<file path="config.mk">
export PLATFORM = sky130hd
export DESIGN_NAME = gs_update_unit_flat
export DESIGN_NICKNAME = d
export VERILOG_FILES = /design/src/rtl/gs_update_unit_pkg.sv /design/src/rtl/gs_update_unit_if.sv /design/src/rtl/gs_update_unit_row_solver.sv /design/src/rtl/gs_update_unit.sv /design/src/flat_wrapper.sv
export SDC_FILE = /design/constraint.sdc
export NUM_CORES = 1
export LEC_CHECK = 0
export BUFFER_PORTS_ARGS = -buffer_cell sky130_fd_sc_hd__buf_2
export CORE_MARGIN = 3
export CORE_UTILIZATION = 48
export CTS_CLUSTER_SIZE = 16
export DETAILED_ROUTE_END_ITERATION = 6
export PLACE_DENSITY = 0.7
export SYNTH_ARGS = -nofsm -noshare
export SYNTH_HDL_FRONTEND = slang
export SYNTH_SLANG_ARGS = --single-unit
</file>
<file path="constraint.sdc">
create_clock -name clk_in -period 1.55 [get_ports clk_in]
set_input_delay 0.31 -clock clk_in [delete_from_list [all_inputs] [get_ports clk_in]]
set_output_delay 0.31 -clock clk_in [all_outputs]
set_load 0.02 [all_outputs]
</file>
<file path="src/rtl/gs_update_unit_pkg.sv">
// gs_pkg: shared widths, stencil coefficients and FSM states for the Gauss-Seidel update unit
// No ports; imported by gs_row_solver and gs_update_unit.
package gs_pkg;
  localparam int X_W = 32;
  localparam int B_W = 16;
  localparam int FRAC = 16;
  localparam int S_W = 40;
  localparam int C_DIV = 20;
  localparam int C_N1 = 13;
  localparam int C_N2 = 6;
  localparam int C_N3 = 1;
  typedef enum logic [1:0] {IDLE, RUN, OUT, DONE} state_t;
endpackage

</file>
<file path="src/rtl/gs_update_unit_if.sv">
// gs_update_unit_if: row stream into the update unit and result stream back out
// master drives start_in, b_in, x1_in..x6_in; slave drives x_out, out_valid, done_out.
interface gs_update_unit_if #(
  parameter int X_W = gs_pkg::X_W,
  parameter int B_W = gs_pkg::B_W
);
  logic start_in;
  logic signed [B_W-1:0] b_in;
  logic signed [X_W-1:0] x1_in, x2_in, x3_in, x4_in, x5_in, x6_in;
  logic signed [X_W-1:0] x_out;
  logic out_valid;
  logic done_out;
  modport master (
    output start_in, b_in, x1_in, x2_in, x3_in, x4_in, x5_in, x6_in,
    input x_out, out_valid, done_out
  );
  modport slave (
    input start_in, b_in, x1_in, x2_in, x3_in, x4_in, x5_in, x6_in,
    output x_out, out_valid, done_out
  );
endinterface

</file>
<file path="src/rtl/gs_update_unit_row_solver.sv">
// gs_row_solver: combinational row update x = sat(floor(S / 20)) for the 7-point stencil
// b_i: integer b of the row; x1_i..x6_i: Q16.16 neighbours at distance 1,1,2,2,3,3; x_o: saturated Q16.16 result.
module gs_row_solver #(
  parameter int X_W = gs_pkg::X_W,
  parameter int B_W = gs_pkg::B_W
) (
  input  logic signed [B_W-1:0] b_i,
  input  logic signed [X_W-1:0] x1_i,
  input  logic signed [X_W-1:0] x2_i,
  input  logic signed [X_W-1:0] x3_i,
  input  logic signed [X_W-1:0] x4_i,
  input  logic signed [X_W-1:0] x5_i,
  input  logic signed [X_W-1:0] x6_i,
  output logic signed [X_W-1:0] x_o
);
  import gs_pkg::*;
  localparam logic signed [S_W-1:0] K_DIV = S_W'(C_DIV);
  localparam logic signed [S_W-1:0] K1 = S_W'(C_N1);
  localparam logic signed [S_W-1:0] K2 = S_W'(C_N2);
  localparam logic signed [S_W-1:0] K3 = S_W'(C_N3);
  localparam logic signed [S_W-1:0] X_MAX = (S_W'(1) <<< (X_W - 1)) - S_W'(1);
  localparam logic signed [S_W-1:0] X_MIN = -(S_W'(1) <<< (X_W - 1));
  logic signed [S_W-1:0] s, q, r, f;
  // Division truncates toward zero; a negative sum with a remainder is pulled down one step to get floor.
  always_comb begin
    s = (S_W'(b_i) <<< FRAC) + K1 * (S_W'(x1_i) + S_W'(x2_i)) - K2 * (S_W'(x3_i) + S_W'(x4_i))
      + K3 * (S_W'(x5_i) + S_W'(x6_i));
    q = s / K_DIV;
    r = s % K_DIV;
    f = (r != '0 && s[S_W-1]) ? q - S_W'(1) : q;
    x_o = f > X_MAX ? X_W'(X_MAX) : f < X_MIN ? X_W'(X_MIN) : X_W'(f);
  end
endmodule

</file>
<file path="src/rtl/gs_update_unit.sv">
// gs_update_unit: sweeps one row per active cycle, counts sweeps and releases the final sweep's results
// clk_in: clock; rst_n_in: async active-low reset; bus: slave side of gs_update_unit_if
// (rows in on start_in, registered x_out, out_valid on final-sweep results, sticky done_out).
module gs_update_unit #(
  parameter int ITER_NUM = 16,
  parameter int X_W = gs_pkg::X_W,
  parameter int B_W = gs_pkg::B_W
) (
  input logic clk_in,
  input logic rst_n_in,
  gs_update_unit_if.slave bus
);
  import gs_pkg::*;
  localparam int IW = $clog2(ITER_NUM + 1);
  state_t state_q;
  logic [3:0] row_q;
  logic [IW-1:0] iter_q;
  logic signed [X_W-1:0] x_q, x_d;
  logic valid_q, done_q, act, wrap, last_sweep;
  gs_row_solver #(.X_W(X_W), .B_W(B_W)) u_solver (
    .b_i(bus.b_in),
    .x1_i(bus.x1_in),
    .x2_i(bus.x2_in),
    .x3_i(bus.x3_in),
    .x4_i(bus.x4_in),
    .x5_i(bus.x5_in),
    .x6_i(bus.x6_in),
    .x_o(x_d)
  );
  assign act = bus.start_in && state_q != DONE;
  assign wrap = &row_q;
  assign last_sweep = int'(iter_q) == ITER_NUM - 1;
  // IDLE, RUN and OUT all accept the current row as row_q of sweep iter_q; DONE ignores start_in.
  // done_out is raised one edge after the last result, so it never overlaps out_valid.
  always_ff @(posedge clk_in or negedge rst_n_in)
    if (!rst_n_in) begin
      state_q <= IDLE;
      row_q <= '0;
      iter_q <= '0;
      x_q <= '0;
      valid_q <= 1'b0;
      done_q <= 1'b0;
    end else begin
      valid_q <= act && last_sweep;
      done_q <= state_q == DONE;
      if (act) begin
        row_q <= row_q + 4'd1;
        iter_q <= iter_q + IW'(wrap);
        x_q <= x_d;
        state_q <= last_sweep ? (wrap ? DONE : OUT)
                 : (wrap && int'(iter_q) + 2 == ITER_NUM) ? OUT : RUN;
      end
    end
  assign bus.x_out = x_q;
  assign bus.out_valid = valid_q;
  assign bus.done_out = done_q;
endmodule

</file>
<file path="src/flat_wrapper.sv">
// flat-port wrapper written by rule: the top's interface ports become plain ports
module gs_update_unit_flat import gs_pkg::*;
#(
  parameter int ITER_NUM = 16,
  parameter int X_W = gs_pkg::X_W,
  parameter int B_W = gs_pkg::B_W
)
  (clk_in, rst_n_in, bus_start_in, bus_b_in, bus_x1_in, bus_x2_in, bus_x3_in, bus_x4_in, bus_x5_in, bus_x6_in, bus_x_out, bus_out_valid, bus_done_out);
  gs_update_unit_if #(.X_W(X_W), .B_W(B_W)) bus_i ();
  input logic clk_in;
  input logic rst_n_in;
  input wire logic [$bits(bus_i.start_in)-1:0] bus_start_in;
  input wire logic [$bits(bus_i.b_in)-1:0] bus_b_in;
  input wire logic [$bits(bus_i.x1_in)-1:0] bus_x1_in;
  input wire logic [$bits(bus_i.x2_in)-1:0] bus_x2_in;
  input wire logic [$bits(bus_i.x3_in)-1:0] bus_x3_in;
  input wire logic [$bits(bus_i.x4_in)-1:0] bus_x4_in;
  input wire logic [$bits(bus_i.x5_in)-1:0] bus_x5_in;
  input wire logic [$bits(bus_i.x6_in)-1:0] bus_x6_in;
  output wire logic [$bits(bus_i.x_out)-1:0] bus_x_out;
  output wire logic [$bits(bus_i.out_valid)-1:0] bus_out_valid;
  output wire logic [$bits(bus_i.done_out)-1:0] bus_done_out;
  assign bus_i.start_in = bus_start_in;
  assign bus_i.b_in = bus_b_in;
  assign bus_i.x1_in = bus_x1_in;
  assign bus_i.x2_in = bus_x2_in;
  assign bus_i.x3_in = bus_x3_in;
  assign bus_i.x4_in = bus_x4_in;
  assign bus_i.x5_in = bus_x5_in;
  assign bus_i.x6_in = bus_x6_in;
  assign bus_x_out = bus_i.x_out;
  assign bus_out_valid = bus_i.out_valid;
  assign bus_done_out = bus_i.done_out;
  gs_update_unit #(.ITER_NUM(ITER_NUM), .X_W(X_W), .B_W(B_W)) u_core (.clk_in(clk_in), .rst_n_in(rst_n_in), .bus(bus_i));
endmodule
</file>
==> flow_summary_export.csv <==
group,metric,value,unit
timing,post-route-period-util,15.24,
critical_path,crit_path_end_kind,"flip-flop",
detailed_routing,drc,0,
global_routing,grt_pass1_wl,132900,um
timing,fin_crit,23.61,ns
floorplanning,start_util,0.4878,
synth,synth_edf_count,0,
timing,rsz0062_at_grt,"yes",
layout,fin_util,0.7613,
clock_network,insertion_delay,0.29,ns
outcome,status,"complete, but fails checks",
global_routing,grtUsageTotal,0.3104,
timing,hold_violations,14,
critical_path,crit_path_top_delay_cell,"or4_4",
clock_network,cts_buffer_depth,2,
detailed_routing,postRouteAntennaNets,0,
timing,fmax,42.35,MHz
layout,fin_cells,4877,
detailed_routing,drt_iter0_drc,1635,
synth,seq_area_frac_synth,0.04948,
detailed_routing,wl_per_cell,17.78,um
global_routing,antenna_found_initial,0,
layout,fin_nets,4902,
critical_path,worstSetupPathType,"in2reg",
clock_network,clkTransAtPathRegs,0.06,ns
clock_network,hold_buffers,0,
synth,netlist_top_cells_area,"ha_1 15%, fa_1 14%, inv_1 6.8%",
timing,fin_skew,0.004852,ns
floorplanning,io_pins,245,
detailed_routing,vias_per_cell,5.757,
synth,ys.flop_type,"dfrtp_1",
timing,tightest_slew,0.6956,ns
critical_path,cp_max_fo,9,
detailed_routing,drt_wl_total,86720,um
critical_path,start_kind,"input port",
global_routing,overflow,0,
synth,synth_warnings,0,
worst_hold_path,hold_class,"in2async",
placement,dp.cells,4745,
critical_path,path_buf_inv,19,
timing,fin_ws,-22.06,ns
flow_run,drv_cap,0,
floorplanning,rows,79,
layout,multi_input_area,21810,um2
global_routing,grt_pass1_vias,28360,
layout,nFillCells,3320,
critical_path,cp_top_family,"compound AO/OA/AOI/OAI gates",
synth,ys_types,128,
floorplanning,dieArea,50060,um2
detailed_routing,vias,28080,
detailed_routing,dr.pass1.iters,6,
clock_network,cts_tree,"done",
timing,maxSlewHeadroom,0.5343,
placement,port_buffers,244,
synth,synth_area,22760,um2
synth,syn_inst,2998,
critical_path,slowest_delay,0.56,ns
layout,area_growth,56.07,%
floorplanning,die_w,223.7,um
layout,insertedDiodeCount,0,
synth,ys_ff_latch,45,
synth,synth_fp_nets,3631,
clock_network,cts.htree.levels,2,
timing,report.final.slew_viol_count,0,
placement,gp_congestion,0.9429,
clock_network,clock_sinks,45,
synth,synth.avg_cell_area,7.591,um2
floorplanning,die_y,223.7,um
layout,final_layout_size_suffix_gt1_frac,0.4251,
synth,synth_top_area_share,0.1452,
critical_path,r2r_slack,-0.21,ns
floorplanning,fp.coreArea,46650,um2
outcome,failed_checks,"hold timing, setup timing",
critical_path,crit_top_cell,"o21bai_1",
synth,yosys.area.top_type,"ha_1",
critical_path,worstPathRequired,1.70,ns
placement,hpwl,67100,um
synth,async_flop_share,1.000,
clock_network,cts_buffers,5,
timing,setup_viol,32,
critical_path,cp.arrival,23.76,ns
timing,finalHoldWorstSlack,-0.007711,ns
layout,seq_area,1126,um2
global_routing,grt_max_degree,46,
clock_network,root_buffer,"clkbuf_16",
## cells in the mapped netlist, types with 9 or more instances
| library cell | count |
|---|---|
| a211oi_1 | 34 |
| nor4_1 | 26 |
| nand2_1 | 226 |
| a31oi_1 | 35 |
| or3_1 | 29 |
| nand4_1 | 47 |
| ha_1 | 264 |
| xnor2_1 | 170 |
| a21o_1 | 26 |
| o21a_1 | 16 |
| o211a_1 | 10 |
| fa_1 | 158 |
| o21ai_0 | 145 |
| o21bai_1 | 38 |
| a221o_1 | 9 |
| nor3_1 | 72 |
| xor2_1 | 70 |
| and3_1 | 31 |
| mux2i_1 | 17 |
| nand2b_1 | 19 |
| dfrtp_1 | 45 |
| o221ai_1 | 13 |
| nor2_1 | 170 |
| a311oi_1 | 11 |
| and4_1 | 13 |
| inv_1 | 410 |
| nor2b_1 | 9 |
| a211o_1 | 16 |
| o31ai_1 | 25 |
| or2_2 | 12 |
| a21oi_1 | 221 |
| buf_2 | 37 |
| clkbuf_1 | 68 |
| o21ai_1 | 33 |
| and2_1 | 29 |
| a41oi_1 | 9 |
| o211ai_1 | 83 |
| buf_4 | 11 |
| nand3_1 | 77 |
## metal layers
layer	GRT usage	vias to the layer above	part of all wire
met5	0	-	0
met4	0.1011	0	0.040
met3	0.01245	262	0.041
met2	0.5963	1008	0.52
met1	0.3712	13480	0.40
li1	-	13320	-
## cell type report
class | instances | share of cell area
clock inverter | 3 | 0.0007046
sequential | 45 | 0.03171
clock buffer | 5 | 0.003523
timing repair buffer | 1387 | 0.2851
inverter | 410 | 0.04347
tap | 607 | 0.02138
multi-input combinational | 2420 | 0.6141
## sequential cells by signal, indices dropped and copies added (netlist names)
name                  flops
u_core.bus.x_out         32
u_core.iter_q             5
u_core.row_q              4
u_core.state_q            2
u_core.bus.done_out       1
u_core.bus.out_valid      1
## timing repair
item                       in CTS  in global routing
setup endpoints to repair      32                 37
pin swaps                      65                230
setup buffers                  61                 59
gates cloned                    4                  3
resized for setup             159                204
## metrics by stage
| stage | TNS, ns | setup WS (ns) | cell area [um2] |
|---|---|---|---|
| after global placement | -718.54 | -22.47 | 32560 |
| after CTS | -681.09 | -21.34 | 33900 |
| after detailed placement | -737.12 | -23.07 | 32560 |
| after global routing | -733.57 | -23.01 | 35520 |
| after floorplan | -642.55 | -20.14 | 23570 |
| final | -702.58 | -22.06 | 35520 |
## cells by family after synthesis
kind of cell / Yosys count / synth area share
simple gates: 818 / 0.1824
flops: 45 / 0.04948
fa+ha+maj: 426 / 0.2859
buf+inv: 535 / 0.09341
xor+xnor: 241 / 0.09308
compound gates: 907 / 0.2837
mux: 26 / 0.01204
## cell usage in the layout (no fill, tap or decap), types with 23 or more instances in the layout
| cell | instances |
|---|---|
| o211ai_1 | 83 |
| and3_1 | 24 |
| a21oi_2 | 68 |
| nand3_1 | 76 |
| o21ai_2 | 29 |
| ha_1 | 237 |
| o21bai_1 | 36 |
| o21ai_1 | 58 |
| a21o_1 | 26 |
| nand2_1 | 217 |
| nor2_1 | 159 |
| nor3_1 | 62 |
| xnor2_1 | 166 |
| a21oi_1 | 150 |
| inv_1 | 401 |
| fa_1 | 154 |
| xor2_1 | 55 |
| dfrtp_1 | 45 |
| buf_2 | 242 |
| ha_4 | 24 |
| buf_4 | 1093 |
| a31oi_1 | 28 |
| buf_6 | 40 |
| nand4_1 | 47 |
| and2_1 | 23 |
| o21ai_0 | 87 |
## worst register-to-register path: stages, from the launching register on
cell      delay, ns
dfrtp_1        0.39
and2_1         0.16
nand2b_1       0.21
nor4b_4        0.69
a21oi_2        0.06
o211ai_1       0.16
## worst paths after layout
check	depth (start not counted)	start	endpoint
max	110	bus_x2_in[0]	u_core.bus.x_out[17]$_DFFE_PN0P_
min	2	rst_n_in	u_core.bus.x_out[7]$_DFFE_PN0P_
max reg2reg	5	u_core.state_q[1]$_DFFE_PN0P_	u_core.bus.x_out[26]$_DFFE_PN0P_
min reg2reg	1	u_core.row_q[3]$_DFFE_PN0P_	u_core.row_q[3]$_DFFE_PN0P_
max in group asynchronous	2	rst_n_in	u_core.bus.x_out[22]$_DFFE_PN0P_
min in group clk_in	4	bus_start_in	u_core.state_q[1]$_DFFE_PN0P_
Power is left out: the tool's default activity adds up to more than one toggle a clock period on the data nets, which glitch-free logic cannot reach.
